--- config.mk ---
export PLATFORM = sky130hd
export DESIGN_NAME = note_tone_player_flat
export DESIGN_NICKNAME = d
export VERILOG_FILES = /design/src/rtl/note_tone_player_pkg.sv /design/src/rtl/note_tone_player_if.sv /design/src/rtl/note_tone_player_ms_ticker.sv /design/src/rtl/note_tone_player.sv /design/src/flat_wrapper.sv
export SDC_FILE = /design/constraint.sdc
export NUM_CORES = 1
export LEC_CHECK = 0
export BUFFER_PORTS_ARGS = -buffer_cell sky130_fd_sc_hd__buf_2
export CORE_ASPECT_RATIO = 0.9
export CORE_MARGIN = 2
export CORE_UTILIZATION = 40
export DETAILED_ROUTE_END_ITERATION = 6
export SYNTH_ARGS = -nofsm -noshare
export SYNTH_HDL_FRONTEND = slang
export SYNTH_SLANG_ARGS = --single-unit
--- constraint.sdc ---
create_clock -name clk -period 5.4 [get_ports clk]
set_clock_uncertainty 0.05 [all_clocks]
set_input_delay 1.08 -clock clk [delete_from_list [all_inputs] [get_ports clk]]
set_output_delay 1.08 -clock clk [all_outputs]
set_load 0.02 [all_outputs]
--- src/rtl/note_tone_player_pkg.sv ---
// Shared note constants, pitch tables, request struct and FSM states for the note tone player.
package note_pkg;

  localparam int w_note    = 12;
  localparam int w_ms      = 16;
  localparam int w_dur_max = 16;

  localparam logic [w_note-1:0] C  = 12'b1000_0000_0000;
  localparam logic [w_note-1:0] Cs = 12'b0100_0000_0000;
  localparam logic [w_note-1:0] D  = 12'b0010_0000_0000;
  localparam logic [w_note-1:0] Ds = 12'b0001_0000_0000;
  localparam logic [w_note-1:0] E  = 12'b0000_1000_0000;
  localparam logic [w_note-1:0] F  = 12'b0000_0100_0000;
  localparam logic [w_note-1:0] Fs = 12'b0000_0010_0000;
  localparam logic [w_note-1:0] G  = 12'b0000_0001_0000;
  localparam logic [w_note-1:0] Gs = 12'b0000_0000_1000;
  localparam logic [w_note-1:0] A  = 12'b0000_0000_0100;
  localparam logic [w_note-1:0] As = 12'b0000_0000_0010;
  localparam logic [w_note-1:0] B  = 12'b0000_0000_0001;

  localparam logic [w_note-1:0] Df = Cs;
  localparam logic [w_note-1:0] Ef = Ds;
  localparam logic [w_note-1:0] Gf = Fs;
  localparam logic [w_note-1:0] Af = Gs;
  localparam logic [w_note-1:0] Bf = As;

  // Indexed by one-hot bit position, so C4 sits at index 11 and B4 at index 0.
  localparam int unsigned freq_100 [w_note-1:0] = '{
    26163, 27718, 29366, 31113, 32963, 34923,
    36999, 39200, 41530, 44000, 46616, 49388
  };

  function automatic logic [17:0] half_period(input int clk_mhz, input int idx);
    logic [63:0] num;
    logic [63:0] den;
    num = 64'(clk_mhz) * 64'd100_000_000;
    den = 64'(freq_100[idx]) * 64'd2;
    return 18'(num / den);
  endfunction

  typedef struct packed {
    logic [w_note-1:0]    note;
    logic [1:0]           octave;
    logic [w_dur_max-1:0] dur_ms;
  } note_req_t;

  typedef enum logic [1:0] {IDLE, PLAY, GAP} state_t;

endpackage

--- src/rtl/note_tone_player_if.sv ---
// Request channel between a melody sequencer (master) and the note tone player (slave).
interface note_tone_player_if #(
  parameter int w_dur = 12
);
  import note_pkg::*;

  logic              req_valid;
  logic              req_ready;
  logic [w_note-1:0] req_note;
  logic [1:0]        req_octave;
  logic [w_dur-1:0]  req_dur_ms;

  modport master (output req_valid, req_note, req_octave, req_dur_ms, input req_ready);
  modport slave  (input req_valid, req_note, req_octave, req_dur_ms, output req_ready);

endinterface

--- src/rtl/note_tone_player_ms_ticker.sv ---
// Millisecond prescaler: pulses tick once every clk_mhz*1000 cycles, restartable via clr.
module ms_ticker #(
  parameter int clk_mhz = 50
) (
  input  logic clk,
  input  logic rst,
  input  logic clr,
  output logic tick
);
  localparam int period = clk_mhz * 1000;
  localparam int w_cnt  = (period > 1) ? $clog2(period) : 1;

  logic [w_cnt-1:0] cnt;

  assign tick = (cnt == w_cnt'(period - 1));

  always_ff @(posedge clk or negedge rst) begin
    if (!rst) begin
      cnt <= '0;
    end else if (clr || tick) begin
      cnt <= '0;
    end else begin
      cnt <= cnt + w_cnt'(1);
    end
  end

endmodule

--- src/rtl/note_tone_player.sv ---
// Square-wave tone player: plays one requested note, then a fixed silent gap, then accepts the next.
// Define NOTE_TONE_PLAYER_DECAY_EN to halve the tone amplitude every 64 ms of playing.
module note_tone_player
  import note_pkg::*;
#(
  parameter int                 clk_mhz   = 50,
  parameter logic signed [15:0] amplitude = 16'sh2000,
  parameter int                 gap_ms    = 10,
  parameter int                 w_dur     = 12
) (
  input  logic               clk,
  input  logic               rst,
  note_tone_player_if.slave  req,
  input  logic               stop,
  output logic               busy,
  output logic               done,
  output logic signed [15:0] sound
);

  state_t             state, next_state;
  note_req_t          req_q;
  logic               accept, tick, clr, play_end, gap_end, tone_en;
  logic [w_ms-1:0]    ms_cnt, ms_step;
  logic [17:0]        half_tab [w_note];
  logic [17:0]        half, phase_cnt, phase_cnt_n;
  logic               phase, phase_n;
  logic [3:0]         idx;
  logic [1:0]         oct_eff;
  logic signed [15:0] amp_n, sound_n;

  for (genvar i = 0; i < w_note; i++) begin : g_half
    localparam logic [17:0] hp = half_period(clk_mhz, i);
    assign half_tab[i] = hp;
  end

  always_ff @(posedge clk or negedge rst) begin
    if (!rst) state <= IDLE;
    else      state <= next_state;
  end

  always_comb begin
    next_state = state;
    if (stop) begin
      next_state = IDLE;
    end else begin
      case (state)
        IDLE:    if (req.req_valid) next_state = PLAY;
        PLAY:    if (play_end)      next_state = GAP;
        GAP:     if (gap_end)       next_state = IDLE;
        default: next_state = IDLE;
      endcase
    end
  end

  always_comb begin
    req.req_ready = (state == IDLE) && !stop;
    accept        = (state == IDLE) && !stop && req.req_valid;
    busy          = (state != IDLE);
    done          = (state == GAP) && gap_end && !stop;
  end

  // Timers restart on every state change so each phase is measured from its own first cycle.
  assign clr      = stop || (state == IDLE) || (next_state != state);
  assign ms_step  = ms_cnt + w_ms'(tick);
  assign play_end = (ms_step == w_ms'(req_q.dur_ms));
  assign gap_end  = (ms_step == w_ms'(gap_ms));

  ms_ticker #(.clk_mhz(clk_mhz)) u_ticker (
    .clk  (clk),
    .rst  (rst),
    .clr  (clr),
    .tick (tick)
  );

  always_comb begin
    idx = '0;
    for (int i = 0; i < w_note; i++) begin
      if (req_q.note[i]) idx = 4'(i);
    end
  end

  assign tone_en = $onehot(req_q.note);
  assign oct_eff = (req_q.octave == 2'd3) ? 2'd2 : req_q.octave;
  assign half    = half_tab[idx] >> oct_eff;

`ifdef NOTE_TONE_PLAYER_DECAY_EN
  logic signed [15:0] amp_live;

  always_comb begin
    amp_n = amp_live;
    if (accept) amp_n = amplitude;
    else if (state == PLAY && tick && ms_cnt[5:0] == 6'd63) amp_n = amp_live >>> 1;
  end

  always_ff @(posedge clk or negedge rst) begin
    if (!rst) amp_live <= '0;
    else      amp_live <= amp_n;
  end
`else
  assign amp_n = amplitude;
`endif

  // Sound is registered, so it is computed from next-cycle phase to hit +amplitude on the first PLAY cycle.
  always_comb begin
    sound_n     = '0;
    phase_cnt_n = '0;
    phase_n     = 1'b0;
    if (accept) begin
      if ($onehot(req.req_note) && (req.req_dur_ms != '0)) sound_n = amp_n;
    end else if (state == PLAY && next_state == PLAY) begin
      if (phase_cnt + 18'd1 >= half) begin
        phase_cnt_n = '0;
        phase_n     = ~phase;
      end else begin
        phase_cnt_n = phase_cnt + 18'd1;
        phase_n     = phase;
      end
      if (tone_en) sound_n = phase_n ? -amp_n : amp_n;
    end
  end

  always_ff @(posedge clk or negedge rst) begin
    if (!rst) begin
      req_q     <= '0;
      ms_cnt    <= '0;
      phase_cnt <= '0;
      phase     <= 1'b0;
      sound     <= '0;
    end else begin
      if (accept) begin
        req_q.note   <= req.req_note;
        req_q.octave <= req.req_octave;
        req_q.dur_ms <= w_dur_max'(req.req_dur_ms[w_dur-1:0]);
      end
      if (clr)       ms_cnt <= '0;
      else if (tick) ms_cnt <= ms_cnt + w_ms'(1);
      phase_cnt <= phase_cnt_n;
      phase     <= phase_n;
      sound     <= sound_n;
    end
  end

endmodule
--- src/flat_wrapper.sv ---
// flat-port wrapper written by rule: the top's interface ports become plain ports
module note_tone_player_flat import note_pkg::*;
#(
  parameter int                 clk_mhz   = 50,
  parameter logic signed [15:0] amplitude = 16'sh2000,
  parameter int                 gap_ms    = 10,
  parameter int                 w_dur     = 12
)
  (clk, rst, stop, busy, done, sound, req_req_valid, req_req_note, req_req_octave, req_req_dur_ms, req_req_ready);
  note_tone_player_if #(.w_dur(w_dur)) req_i ();
  input  logic clk;
  input  logic rst;
  input  logic stop;
  output logic busy;
  output logic done;
  output logic signed [15:0] sound;
  input wire logic [$bits(req_i.req_valid)-1:0] req_req_valid;
  input wire logic [$bits(req_i.req_note)-1:0] req_req_note;
  input wire logic [$bits(req_i.req_octave)-1:0] req_req_octave;
  input wire logic [$bits(req_i.req_dur_ms)-1:0] req_req_dur_ms;
  output wire logic [$bits(req_i.req_ready)-1:0] req_req_ready;
  assign req_i.req_valid = req_req_valid;
  assign req_i.req_note = req_req_note;
  assign req_i.req_octave = req_req_octave;
  assign req_i.req_dur_ms = req_req_dur_ms;
  assign req_req_ready = req_i.req_ready;
  note_tone_player #(.clk_mhz(clk_mhz), .amplitude(amplitude), .gap_ms(gap_ms), .w_dur(w_dur)) u_core (.clk(clk), .rst(rst), .req(req_i), .stop(stop), .busy(busy), .done(done), .sound(sound));
endmodule
Word-level counts from Yosys, hierarchy flattened
Memories as Yosys holds them, arrays and structs flattened.
Index checks and enable logic that the tools add are counted.
{"block": "classes", "add_sub_neg": 26, "magnitude_cmp": 2, "n_eq_ne": 10, "shift": 1, "mux": 35, "n_bitwise": 2, "reduce_logical": 14}
{"op": "16-bit two-way mux", "n": 7}
{"op": "18-bit two-way mux", "n": 5}
{"op": "4-bit adder", "n": 10}
{"op": "16-bit by 1-bit adder with 16-bit output, second input constant", "n": 2}
{"op": "1-bit by 1-bit adder with 2-bit output", "n": 12}
{"op": "18-bit by 1-bit adder with 18-bit output, second input constant", "n": 1}
{"op": "18-bit >= comparator", "n": 1}
{"op": "18-bit by 2-bit >> shifter with 18-bit output", "n": 1}
{"op": "16-bit by 1-bit adder with 16-bit output", "n": 1}
{"op": "16-bit by 12-bit equality test with 1-bit output", "n": 1}
{"op": "16-bit equality test, second input constant", "n": 1}
{"op": "16-bit by 4-bit equality test with 1-bit output, second input constant", "n": 1}
{"op": "4-bit two-way mux", "n": 4}
{"op": "14-bit two-way mux", "n": 1}
{"op": "2-bit two-way mux", "n": 7}
{"op": "3-bit two-way mux", "n": 4}
{"op": "12-bit nonzero test", "n": 1}
{"op": "4-bit by 1-bit equality test with 1-bit output, second input constant", "n": 2}
{"op": "1-bit logical AND", "n": 6}
{"op": "1-bit two-way mux", "n": 6}
{"op": "2-bit case mux with 3 select lines", "n": 1}
{"op": "5-bit >= comparator, second input constant", "n": 1}
{"op": "4-bit NOT with 5-bit output", "n": 1}
{"op": "2-bit by 1-bit equality test with 1-bit output, second input constant", "n": 2}
{"op": "other kinds (7)", "n": 11}
{"block": "word_totals", "register_bits": 95, "mem_bits_ro": 288, "output_inout_bits": 19, "memories": 1}
{"memory": "(no name shown)", "depth": 16, "word_bits": 18, "read_ports": 1, "rd_ports_with_merged_regs": 0, "write_ports": 0, "line": "note_tone_player.sv:84", "source": "assign half = half_tab[idx] >> oct_eff;"}

Longest topological paths before layout
Gate-level depths: netlist of run 1.
{"block": "depth", "word_depth": 24, "mapped_depth": 21}

Hierarchy
From an unflattened synthesis of run 1, not the netlist that was laid out.
{"block": "unflattened", "hier_cells": 674, "area_unflattened_um2": 6134.6}
{"module": "note_tone_player", "n_inst": 1, "cells_per_inst": 594, "area_per_inst_um2": 5342.6, "seq_area_each_um2": 1626.6}
{"module": "ms_ticker", "n_inst": 1, "cells_per_inst": 80, "area_per_inst_um2": 792.0, "seq_area_each_um2": 400.4}

Worst setup path after synthesis of run 1
No wires, ideal clock.
{"block": "synth_path", "path_kind": "reg-to-output", "startpoint": "register u_core.u_ticker.cnt[0]", "endpoint": "output port done", "arrival_ns": 3.143, "setup_slack_ns": 1.127, "stages_incl_launch_ff": 13, "path_buffers": 2, "cell_sequence": "dfrtp_1 > ha_1 > and3_1 > and4_1 > clkbuf_1 > clkbuf_1 > ha_1 > ha_1 > nand3_2 > nor3_1 > a32o_1 > nand3_1 > nor2_1"}
{"block": "synth_between", "elab_chain_len": 5}
{"item": "start, declared", "line": "note_tone_player_ms_ticker.sv:13", "source": "logic [w_cnt-1:0] cnt;"}
{"item": "start signal, assigned", "line": "note_tone_player_ms_ticker.sv:23", "source": "cnt <= cnt + w_cnt'(1);"}
{"item": "16-bit equality test", "line": "note_tone_player_ms_ticker.sv:15", "source": "assign tick = (cnt == w_cnt'(period - 1));"}
{"item": "16-bit by 1-bit adder with 16-bit output", "line": "note_tone_player.sv:64", "source": "assign ms_step = ms_cnt + w_ms'(tick);"}
{"item": "16-bit by 4-bit equality test with 1-bit output", "line": "note_tone_player.sv:66", "source": "assign gap_end = (ms_step == w_ms'(gap_ms));"}
{"item": "1-bit logical AND (2 in a row)", "line": "note_tone_player.sv:59", "source": "done = (state == GAP) && gap_end && !stop;"}
{"item": "end, declared", "line": "flat_wrapper.sv:15", "source": "output logic done;"}
No other way between the ends.

Worst setup path in the final report of run 1
{"block": "layout_path", "startpoint": "register u_core.req_q[21] (netlist name)", "endpoint": "register u_core.phase_cnt[4]"}
{"block": "layout_between", "elab_chain_len": 18}
{"item": "start, declared", "line": "note_tone_player.sv:21", "source": "note_req_t req_q;"}
{"item": "2-bit two-way mux", "line": "note_tone_player.sv:78", "source": "if (req_q.note[i]) idx = 4'(i);"}
{"item": "3-bit two-way mux (4 in a row)", "line": "note_tone_player.sv:78"}
{"item": "4-bit two-way mux (4 in a row)", "line": "note_tone_player.sv:78"}
{"item": "4-bit NOT with 5-bit output (implied by the code)", "line": "note_tone_player.sv:84"}
{"item": "memory read 16 x 18 bit"}
{"item": "18-bit two-way mux (implied by the code) (2 in a row)", "line": "note_tone_player.sv:84"}
{"item": "18-bit by 2-bit >> shifter with 18-bit output", "line": "note_tone_player.sv:84"}
{"item": "18-bit >= comparator", "line": "note_tone_player.sv:111", "source": "if (phase_cnt + 18'd1 >= half) begin"}
{"item": "18-bit two-way mux", "line": "note_tone_player.sv:111"}
{"item": "18-bit two-way mux", "line": "note_tone_player.sv:110", "source": "end else if (state == PLAY && next_state == PLAY) begin"}
{"item": "18-bit two-way mux", "line": "note_tone_player.sv:108", "source": "if (accept) begin"}
{"item": "via u_core.phase_cnt_n[4]", "line": "note_tone_player.sv:25", "source": "logic [17:0] half, phase_cnt, phase_cnt_n;"}
{"item": "end signal, assigned", "line": "note_tone_player.sv:137", "source": "phase_cnt <= phase_cnt_n;"}
{"item": "end, declared", "line": "note_tone_player.sv:25"}
The timed path passes the listed nets, and every way through them passes these cells. The select of a mux whose other input is x is not followed.
A chain may end at the register's enable or synchronous reset.

==> qor.csv, run 1 <==
metric;value;unit
CP bufs+invs;2;
Hold Crit Endpoint;u_core.u_ticker.cnt[0]$_DFF_PN0_;
EDFF count, synth;0;
Hold Crit Depth;1;
Reg clk slew, reported paths;0.06;ns
I/O pin count;49;
final hold vios;0;
Primary FF master, synth;dfrtp_1;
sequential fraction of the synthesis area;32.3;%
Vias/cell;5.44;
Crit Path Max Fanout;17;
worst-path cell chain;inv_1, ha_1, nor3_1, or3_1, a211o_1, inv_1, ha_1, nor2_1, a21boi_0, nor2_1, a211oi_1, a21oi_1, ha_1, a21o_1, a21oi_1, nand2b_1, mux2_2, nor3_1, nand3_1, nor2b_1;
Netlist cell types;70;
worst endpoint required time;5.60;ns
Clk Latency, worst-skew pair;0.35;ns
reg-to-reg slack, setup;0.56;ns
root buffer cell;clkbuf_16;
Worst path max stage delay;0.53;ns
vias;4922;
worst vdd ir;0.204;mV
Async SR Flop Fraction;100;%
CP Capture Type;flop;
dominant cell type by area after synthesis;dfrtp_1;
YS warnings;0;
Seq cells post-synth;81;
number of global-route vias before repair;4744;
slew at the pin closest to its max-slew limit;0.769;ns
H-Tree Depth;3;
CP top delay family;simple AND/OR/NAND/NOR gates;
hpwl dp;10300;µm
sequential share of power;31.0;%
CTS tree;done;
Max Buffers Root-to-Sink;2;
first-pass GRT wire length;23200;µm
number of setup buffers added after CTS;0;
setup TNS;0;ns
DRC errors left;0;
Clock Power Share;26.6;%
hold wc startpoint;u_core.u_ticker.cnt[0]$_DFF_PN0_;
Worst R2R Path Depth;20;
Worst setup SP type;flop;
FF-to-FF End;u_core.phase_cnt[4]$_DFF_PN0_;
hold slack;0.416;ns
Seq. cell area;2030;µm²
Resized Gates After CTS;0;
fin area;6820;µm²
Site Rows;43;
Sw Ratio;37.3;%
Arrival @ worst endpoint;5.04;ns
Avg Inst Size Synth;9.24;µm²
setup ws final;0.558;ns
f_max;0.207;GHz
Syn-to-layout area delta;8.78;%
Synth Instances;678;
FF-to-FF Start;u_core.req_q[21]$_DFFE_PN0P_;
most frequent cells in the layout;81 x dfrtp_1, 54 x nor2_1, 53 x ha_1, 42 x nand2_1;
Place WS;0.597;ns
unrepaired setup endpoints after global routing;no;
total power;2.33;mW
Die Y;123;µm
RD Place Congestion;0.880;
status;complete, no violations;
max cap viols;0;
CP Class;flop to flop;
Sink Count;81;
Hold Buf Count CTS;0;
minimum clock period after layout;4.84;ns
routed length per instance;15.0;µm
Final Routed Wirelength;13600;µm
diodes inserted;0;
sw power;0.869;mW
nets;794;
Setup violations, final;0;
TritonCTS buffer count;9;
DR pass1 iterations;5;
Comb pwr share;42.3;%
worst rel slew slack;48.8;%
top cell type's share of synthesized area;32.3;%
Lkg Pwr;3.03;nW
grt ovf;0;
IO buf count;35;
filler cell count;1501;
Die Area;16700;µm²
hold crit path type;flop to flop;
most common cell after layout, fill and taps aside;dfrtp_1;
area of the multi-input gates;3900;µm²
antenna-violating nets left;0;
power density over the cells;342;nW/µm²
all-layer global routing usage;17.4;%
First DRT Iteration DRCs;318;
Synth Cell Area;6270;µm²
critical path's slowest cell;nand3_1;
Pint;1.46;mW
initial antenna violation count;0;
Starting Density;40.7;%
synth top area cells;dfrtp_1 32%, ha_1 11%, xnor2_1 4.8%;
cell repeated most along the worst path;ha_1;
Placeable Area;15400;µm²
final worst path period share;89.7;%
layout cell share with drive strength beyond 1;11.8;%
chip width;136;µm
Max Slew Vio Count;0;
largest net degree at the start of global routing;61;
Cell Area, Placed;6520;µm²
## worst max-delay path by stage
| stage | from | cells after the start | endpoint |
|---|---|---|---|
| after detailed placement | u_core.req_q[20]$_DFFE_PN0P_ | 20 | u_core.phase_cnt[4]$_DFF_PN0_ |
| after global placement | u_core.req_q[20]$_DFFE_PN0P_ | 20 | u_core.phase_cnt[13]$_DFF_PN0_ |
| after CTS | u_core.req_q[20]$_DFFE_PN0P_ | 20 | u_core.phase_cnt[4]$_DFF_PN0_ |
| after floorplan | u_core.u_ticker.cnt[0]$_DFF_PN0_ | 12 | done |
| after global routing | u_core.req_q[20]$_DFFE_PN0P_ | 20 | u_core.phase_cnt[2]$_DFF_PN0_ |
| final | u_core.req_q[21]$_DFFE_PN0P_ | 20 | u_core.phase_cnt[4]$_DFF_PN0_ |
## power groups by stage
stage,logic (mW),clock network [mW],registers (mW)
after CTS,1.00,0.637,0.724
after floorplan,0.783,0,0.705
after detailed placement,0.993,0,0.735
after global placement,0.945,0,0.733
final,0.988,0.621,0.724
after global routing,1.14,0.661,0.735
## cells in the mapped netlist, types with 19 or more instances
cell      n
dfrtp_1  81
nor2_1   54
ha_1     53
nand2_1  42
xnor2_1  34
inv_1    32
nand3_1  31
xor2_1   29
nor3_1   24
a21oi_1  23
nor2b_1  23
o21ai_0  22
mux2_2   19
## kinds of logic (layout without fill, tap and decap cells)
kind of cell / count (synthesis) / count (layout) / share of synthesized area, %
muxes: 26 / 26 / 4.53
other: 1 / 14 / 0.0598
xor gates and xnor gates: 63 / 63 / 8.80
and+or+nand+nor: 257 / 257 / 21.7
adders and majority gates: 67 / 67 / 15.1
DFF: 81 / 81 / 32.3
AOI/OAI and AO/OA: 106 / 106 / 11.4
buffers and inverters: 77 / 88 / 6.15
## metal layers
metal	routed length [µm]	global-route usage, %
met5	0	0
met4	185	5.60
met3	530	2.81
met2	6070	27.2
met1	6770	24.7
## metrics by stage
| step | std cells | utilization [%] |
|---|---|---|
| after CTS | 904 | 44.3 |
| after detailed placement | 888 | 42.4 |
| final | 904 | 44.3 |
| after global routing | 904 | 44.3 |
| after global placement | 888 | 42.4 |
| after floorplan | 691 | - |
## layout make-up
cell class                      instances  area share (%)
Multi-Input combinational cell        533            57.3
Sequential cell                        81            29.7
Tap cell                              202            3.71
Clock buffer                           12            3.62
Timing Repair Buffer                   40            3.16
Inverter                               32            1.76
Clock inverter                          4           0.771
## sequential cells by signal (all words and copies together), names as in the netlist
name                 count
u_core.phase             1
u_core.phase_cnt        18
u_core.ms_cnt           16
u_core.u_ticker.cnt     16
u_core.state             2
u_core.req_q            26
u_core.sound             2
(Power assumes the default switching activity.)
==> run 2: changes to the inputs <==
clock period = 5.36 ns   (was 5.4 ns; I/O delays follow)
==> run 2 against run 1 <==
  * Clock power increased by 6.3%
  * Fmax down 0.63%
  * Setup slack got worse by 0.071 ns
  * Non-clock buffer count unchanged
  * Highest routed layer unchanged
  * Global-route usage increased by 0.48 points
  * Total power up 2.3%
  * Sequential cell count is the same
  * Via count down 0.39%
  * Cell count unchanged
==> qor.csv, run 2 (synthesis gave the netlist of run 1 again) <==
metric;value;unit;change
layout cell share with drive strength beyond 1;11.8;%;unchanged
I/O pin count;49;;unchanged
reg-to-reg slack, setup;0.49;ns;-0.07 ns
Setup violations, final;0;;unchanged
worst rel slew slack;32.2;%;-17 points
Worst Setup EP;u_core.phase_cnt[5]$_DFF_PN0_;;
FF-to-FF Start;u_core.req_q[20]$_DFFE_PN0P_;;
slew at the pin closest to its max-slew limit;1.02;ns;+0.248 ns
Cell Area, Placed;6520;µm²;unchanged
Clock Power Share;27.7;%;+1.1 points
Resized Gates After CTS;0;;unchanged
IO buf count;35;;unchanged
largest net degree at the start of global routing;60;;-1.6%
hold slack;0.418;ns;+0.00236 ns
Sw Ratio;36.9;%;-0.35 points
First DRT Iteration DRCs;390;;+23%
Site Rows;43;;unchanged
Syn-to-layout area delta;9.00;%;
first-pass GRT wire length;23500;µm;+1.3%
fin area;6830;µm²;+0.20%
Placeable Area;15400;µm²;unchanged
final hold vios;0;;unchanged
H-Tree Depth;3;;unchanged
sequential share of power;30.6;%;-0.4 points
worst endpoint required time;5.57;ns;-0.03 ns
flip-flop count of the largest register after layout;26;;unchanged
antenna-violating nets left;0;;unchanged
Regs by FF count;u_core.req_q x26, u_core.phase_cnt x18;;
nets;794;;unchanged
Sink Count;81;;unchanged
Place WS;0.540;ns;-0.0567 ns
TritonCTS buffer count;9;;unchanged
minimum clock period after layout;4.87;ns;+0.0307 ns
grt ovf;0;;unchanged
power density over the cells;349;nW/µm²;+2.1%
most frequent cells in the layout;81 x dfrtp_1, 54 x nor2_1, 53 x ha_1, 42 x nand2_1;;
status;complete, no violations;;
DRC errors left;0;;unchanged
diodes inserted;0;;unchanged
Worst setup SP type;flop;;
Vias/cell;5.42;;-0.39%
setup ws final;0.488;ns;-0.0707 ns
unrepaired setup endpoints after global routing;no;;
Max Buffers Root-to-Sink;2;;unchanged
sw power;0.881;mW;+1.3%
Pint;1.51;mW;+2.9%
max cap viols;0;;unchanged
number of global-route vias before repair;4803;;+1.2%
hpwl dp;10400;µm;+0.62%
Crit Path Max Fanout;17;;unchanged
filler cell count;1508;;+0.47%
Reg clk slew, reported paths;0.06;ns;about the same
RD Place Congestion;0.860;;-2.2%
Hold Buf Count CTS;0;;unchanged
Clk Latency, worst-skew pair;0.35;ns;about the same
most common cell after layout, fill and taps aside;dfrtp_1;;
vias;4903;;-0.39%
hold crit path type;flop to flop;;
number of setup buffers added after CTS;0;;unchanged
FF-to-FF End;u_core.phase_cnt[5]$_DFF_PN0_;;
Most flops, register;u_core.req_q;;
Comb pwr share;41.7;%;-0.6 points
routed length per instance;15.4;µm;+2.5%
CP Launch Point;u_core.req_q[20]$_DFFE_PN0P_;;
setup TNS;0;ns;unchanged
Final Routed Wirelength;13900;µm;+2.5%
worst vdd ir;0.205;mV;+0.80%
DR pass1 iterations;5;;unchanged
all-layer global routing usage;17.9;%;+0.48 points
root buffer cell;clkbuf_16;;
Die Area;16700;µm²;unchanged
Starting Density;40.7;%;unchanged
Max Slew Vio Count;0;;unchanged
Arrival @ worst endpoint;5.08;ns;+0.04 ns
Die Y;123;µm;unchanged
CP Class;flop to flop;;
f_max;0.205;GHz;-0.63%
final worst path period share;90.9;%;+1.2 points
Lkg Pwr;3.04;nW;+0.35%
initial antenna violation count;0;;unchanged
CTS tree;done;;
Worst R2R Path Depth;20;;unchanged
CP Capture Type;flop;;
chip width;136;µm;unchanged
[run 2: cell types whose count changed in the layout (fill, tap and decap cells not counted)]
cell	before	now
bufinv_16	1	2
clkinv_2	0	1
clkinvlp_4	3	2
clkbuf_8	1	0
[run 2: worst min path at each step]
stage	start	to	slack, ns	cells after the start
after CTS	u_core.u_ticker.cnt[0]$_DFF_PN0_	u_core.u_ticker.cnt[0]$_DFF_PN0_	0.42	1
final	u_core.u_ticker.cnt[0]$_DFF_PN0_	u_core.u_ticker.cnt[0]$_DFF_PN0_	0.42	1
after global routing	u_core.u_ticker.cnt[0]$_DFF_PN0_	u_core.u_ticker.cnt[0]$_DFF_PN0_	0.43	1
after global placement	u_core.u_ticker.cnt[0]$_DFF_PN0_	u_core.u_ticker.cnt[0]$_DFF_PN0_	0.41	1
after detailed placement	u_core.u_ticker.cnt[0]$_DFF_PN0_	u_core.u_ticker.cnt[0]$_DFF_PN0_	0.42	1
after floorplan	u_core.u_ticker.cnt[0]$_DFF_PN0_	u_core.u_ticker.cnt[0]$_DFF_PN0_	0.39	1
[run 2: critical path, cell delays in order (launching register included)]
cell and delay, ns:
dfrtp_1 0.39, inv_1 0.09, ha_1 0.15, nor3_1 0.05, or3_1 0.35, a211o_1 0.42, inv_1 0.20, ha_1 0.30
a21o_1 0.27, o22ai_1 0.27, nor2_1 0.07, a211oi_1 0.25, a21oi_1 0.09, ha_1 0.22, a21o_1 0.17, a211oi_1 0.21
or2_2 0.14, a21oi_1 0.06, nor3_1 0.25, nand3_1 0.53, nor2b_1 0.26
[run 2: routing by layer]
| layer | track usage (%) | vias to the layer above | part of all wire, % |
|---|---|---|---|
| met3 | 2.97 | 13 | 4.0 |
| met4 | 5.73 | 0 | 1.4 |
| met1 | 25.0 | 2381 | 49 |
| met2 | 28.4 | 113 | 45 |
| met5 | 0 | - | 0 |
| li1 | - | 2396 | - |
[run 2: power groups by stage]
stage                     combinational, mW  clock [mW]  sequential, mW
after floorplan                       0.789           0           0.710
after global placement                0.951           0           0.739
after detailed placement              0.998           0           0.743
after CTS                              1.01       0.679           0.731
after global routing                   1.15       0.705           0.741
final                                 0.995       0.660           0.731
[run 2: metrics by stage]
| stage | util [%] | std cells | power [mW] |
|---|---|---|---|
| floorplan | - | 691 | 1.50 |
| global placement | 42.4 | 888 | 1.69 |
| detailed placement | 42.4 | 888 | 1.74 |
| CTS | 44.4 | 904 | 2.42 |
| global route | 44.4 | 904 | 2.60 |
| finish | 44.4 | 904 | 2.39 |
[run 2: layout make-up]
type                    instances  area, µm²  area share [%]
multi-input cells             533       3900            57.1
well taps                     202        253            3.70
clock inverters                 5       80.1            1.17
inverters                      32        120            1.76
clock buffers                  11        233            3.41
flip-flops and latches         81       2030            29.7
repair buffers                 40        215            3.15
==> run 3: changes to the inputs <==
ABC_AREA = 1   (was not set)
TNS_END_PERCENT = 1   (was not set)
==> run 3 against run 2 <==
  * Die area is 2.5% higher
  * Synthesized cell count is 28% higher
  * Non-clock buffer count is 3 lower
  * Setup slack better by 0.39 ns
  * Clock-buffer cell count is 2 lower
  * Clock power is 9.8% lower
  * Global-route usage is 0.22 points lower
  * Combinational power hardly changed
  * Register-to-register slack better by 0.39 ns
==> qor.csv, run 3 <==
metric;value;unit;change
filler cell count;1590;;+5.4%
dominant cell type by area after synthesis;dfrtp_1;;
minimum clock period after layout;4.48;ns;-0.394 ns
number of global-route vias before repair;5091;;+6.0%
fin area;7030;µm²;+2.9%
Reg clk slew, reported paths;0.07;ns;about the same
slew at the pin closest to its max-slew limit;0.749;ns;-0.268 ns
post-synthesis mux area share;0;%;-4.5 points
Placeable Area;15500;µm²;+1.0%
hpwl dp;10900;µm;+5.3%
Synth Area in Simple Gates;29.0;%;+7.3 points
flip-flop count of the largest register after layout;26;;unchanged
synth top area cells;dfrtp_1 32%, nand2_1 12%, ha_1 10%;;
Sink Count;81;;unchanged
YS warnings;0;;unchanged
Synth Instances;866;;+28%
DRC errors left;0;;unchanged
Async SR Flop Fraction;100;%;unchanged
initial antenna violation count;0;;unchanged
Resized Gates After CTS;0;;unchanged
synth cell count leaders;206 x nand2_1, 131 x inv_1, 85 x nor2_1;;
routed length per instance;12.9;µm;-16%
CP Capture Type;flop;;
Crit Path Max Fanout;17;;unchanged
IO buf count;35;;unchanged
CP top delay family;simple AND/OR/NAND/NOR gates;;
area of the multi-input gates;3780;µm²;-3.1%
Arrival @ worst endpoint;4.67;ns;-0.41 ns
critical path's slowest cell;nand2_1;;
number of setup buffers added after CTS;0;;unchanged
cell repeated most along the worst path;nand2_1;;
status;complete, no violations;;
layout cell share with drive strength beyond 1;9.07;%;-2.8 points
first-pass GRT wire length;24100;µm;+2.3%
Setup violations, final;0;;unchanged
max cap viols;0;;unchanged
DR pass1 iterations;5;;unchanged
Vias/cell;4.86;;-10%
Starting Density;41.4;%;+0.62 points
most frequent cells in the layout;206 x nand2_1, 131 x inv_1, 85 x nor2_1, 81 x dfrtp_1, 53 x ha_1;;
top-count cell post-synth;nand2_1;;
CP Class;flop to flop;;
Netlist cell types;47;;-33%
I/O pin count;49;;unchanged
worst endpoint required time;5.55;ns;-0.02 ns
f_max;0.223;GHz;+8.8%
hold crit path type;flop to flop;;
nets;996;;+25%
Syn-to-layout area delta;9.34;%;
Clk Latency, worst-skew pair;0.35;ns;about the same
Seq. cell area;2030;µm²;unchanged
sequential fraction of the synthesis area;31.5;%;-0.82 points
most common cell after layout, fill and taps aside;nand2_1;;
Worst setup SP type;flop;;
CP bufs+invs;4;;+2
Die Y;124;µm;+1.2%
top cell type's share of synthesized area;31.5;%;-0.82 points
Lkg Pwr;3.50;nW;+15%
Compound-Gate Fraction of Synth Area;9.05;%;-2.4 points
Hold Buf Count CTS;0;;unchanged
Site Rows;43;;unchanged
post-synthesis adder-cell area fraction;14.7;%;-0.38 points
power density over the cells;326;nW/µm²;-6.6%
setup TNS;0;ns;unchanged
worst vdd ir;0.207;mV;+1.1%
largest net degree at the start of global routing;44;;-27%
final worst path period share;83.6;%;-7.3 points
unrepaired setup endpoints after global routing;no;;
Final Routed Wirelength;14300;µm;+2.6%
Most flops, register;u_core.req_q;;
Synth Cell Area;6430;µm²;+2.6%
RD Place Congestion;0.910;;+5.7%
Seq cells post-synth;81;;unchanged
diodes inserted;0;;unchanged
Primary FF master, synth;dfrtp_1;;
Die Area;17100;µm²;+2.5%
H-Tree Depth;3;;unchanged
vias;5373;;+9.6%
Worst path max stage delay;0.42;ns;-0.11 ns
TritonCTS buffer count;9;;unchanged
Max Slew Vio Count;0;;unchanged
First DRT Iteration DRCs;475;;+22%
placed insts;1090;;+23%
Post-Synth XOR/XNOR Area;5.27;%;-3.5 points
largest family of logic cells by synthesized area;simple AND/OR/NAND/NOR gates;;
EDFF count, synth;0;;unchanged
Layout Cells excl Fill;1106;;+22%
grt ovf;0;;unchanged
CTS tree;done;;
worst rel slew slack;49.8;%;+18 points
root buffer cell;clkbuf_16;;
antenna-violating nets left;0;;unchanged
all-layer global routing usage;17.7;%;-0.22 points
chip width;138;µm;+1.3%
Cell Area, Placed;6750;µm²;+3.5%
Max Buffers Root-to-Sink;2;;unchanged
Avg Inst Size Synth;7.42;µm²;-20%
final hold vios;0;;unchanged
Regs by FF count;u_core.req_q x26, u_core.phase_cnt x18;;
-- run 3: path summary, 6_finish.rpt --
| check | start | end | slack, ns | cells after the start |
|---|---|---|---|---|
| min | u_core.u_ticker.cnt[0]$_DFF_PN0_ | u_core.u_ticker.cnt[0]$_DFF_PN0_ | 0.42 | 1 |
| max in group asynchronous | rst | u_core.phase_cnt[11]$_DFF_PN0_ | 3.66 | 2 |
| max | u_core.req_q[20]$_DFFE_PN0P_ | u_core.phase_cnt[16]$_DFF_PN0_ | 0.88 | 28 |
| max reg2reg | u_core.req_q[20]$_DFFE_PN0P_ | u_core.phase_cnt[16]$_DFF_PN0_ | 0.88 | 28 |
| min reg2reg | u_core.u_ticker.cnt[0]$_DFF_PN0_ | u_core.u_ticker.cnt[0]$_DFF_PN0_ | 0.42 | 1 |
| min in group asynchronous | rst | u_core.u_ticker.cnt[11]$_DFF_PN0_ | 0.66 | 1 |
-- run 3: stage by stage --
stage | hold WS [ns] | utilization (%) | power (mW) | worst slack [ns]
after floorplan | 0.381 | - | 1.48 | 1.12
after global placement | 0.402 | 43.4 | 1.71 | 0.909
after detailed placement | 0.404 | 43.4 | 1.72 | 0.822
after CTS | 0.414 | 45.2 | 2.32 | 0.899
after global routing | 0.463 | 45.2 | 2.51 | 0.326
final | 0.416 | 45.2 | 2.29 | 0.881
-- run 3: kinds of logic (layout without fill, tap and decap cells) --
group,Yosys count,count (layout)
AOI/OAI and AO/OA,100,100
other,1,14
and+or+nand+nor,420,420
DFF,81,81
buffers and inverters,160,185
adders and majority gates,67,67
xor gates and xnor gates,37,37
-- run 3: routing by layer --
metal  share of wire (%)  vias to the layer above  wire length (µm)  global-route usage, %
li1                    -                     2818                 -                      -
met5                   0                        -                 0                      0
met4                 1.6                        0               232                   5.34
met2                  41                      113              5830                   25.3
met3                 4.4                       18               626                   3.05
met1                  53                     2424              7570                   26.9
-- run 3: power breakdown --
| part | switching [mW] | internal [mW] | leakage [nW] |
|---|---|---|---|
| logic | 0.617 | 0.382 | 2.29 |
| registers | 0.0408 | 0.659 | 1.09 |
| clock network | 0.278 | 0.317 | 0.124 |
| total | 0.936 | 1.36 | 3.50 |
-- run 3: final cells by class --
cell class	instances	share of cell area (%)
multi-input combinational	638	53.8
sequential	81	28.8
inverter	132	7.05
tap	202	3.59
clock buffer	9	3.20
timing repair buffer	37	2.74
clock inverter	7	0.801
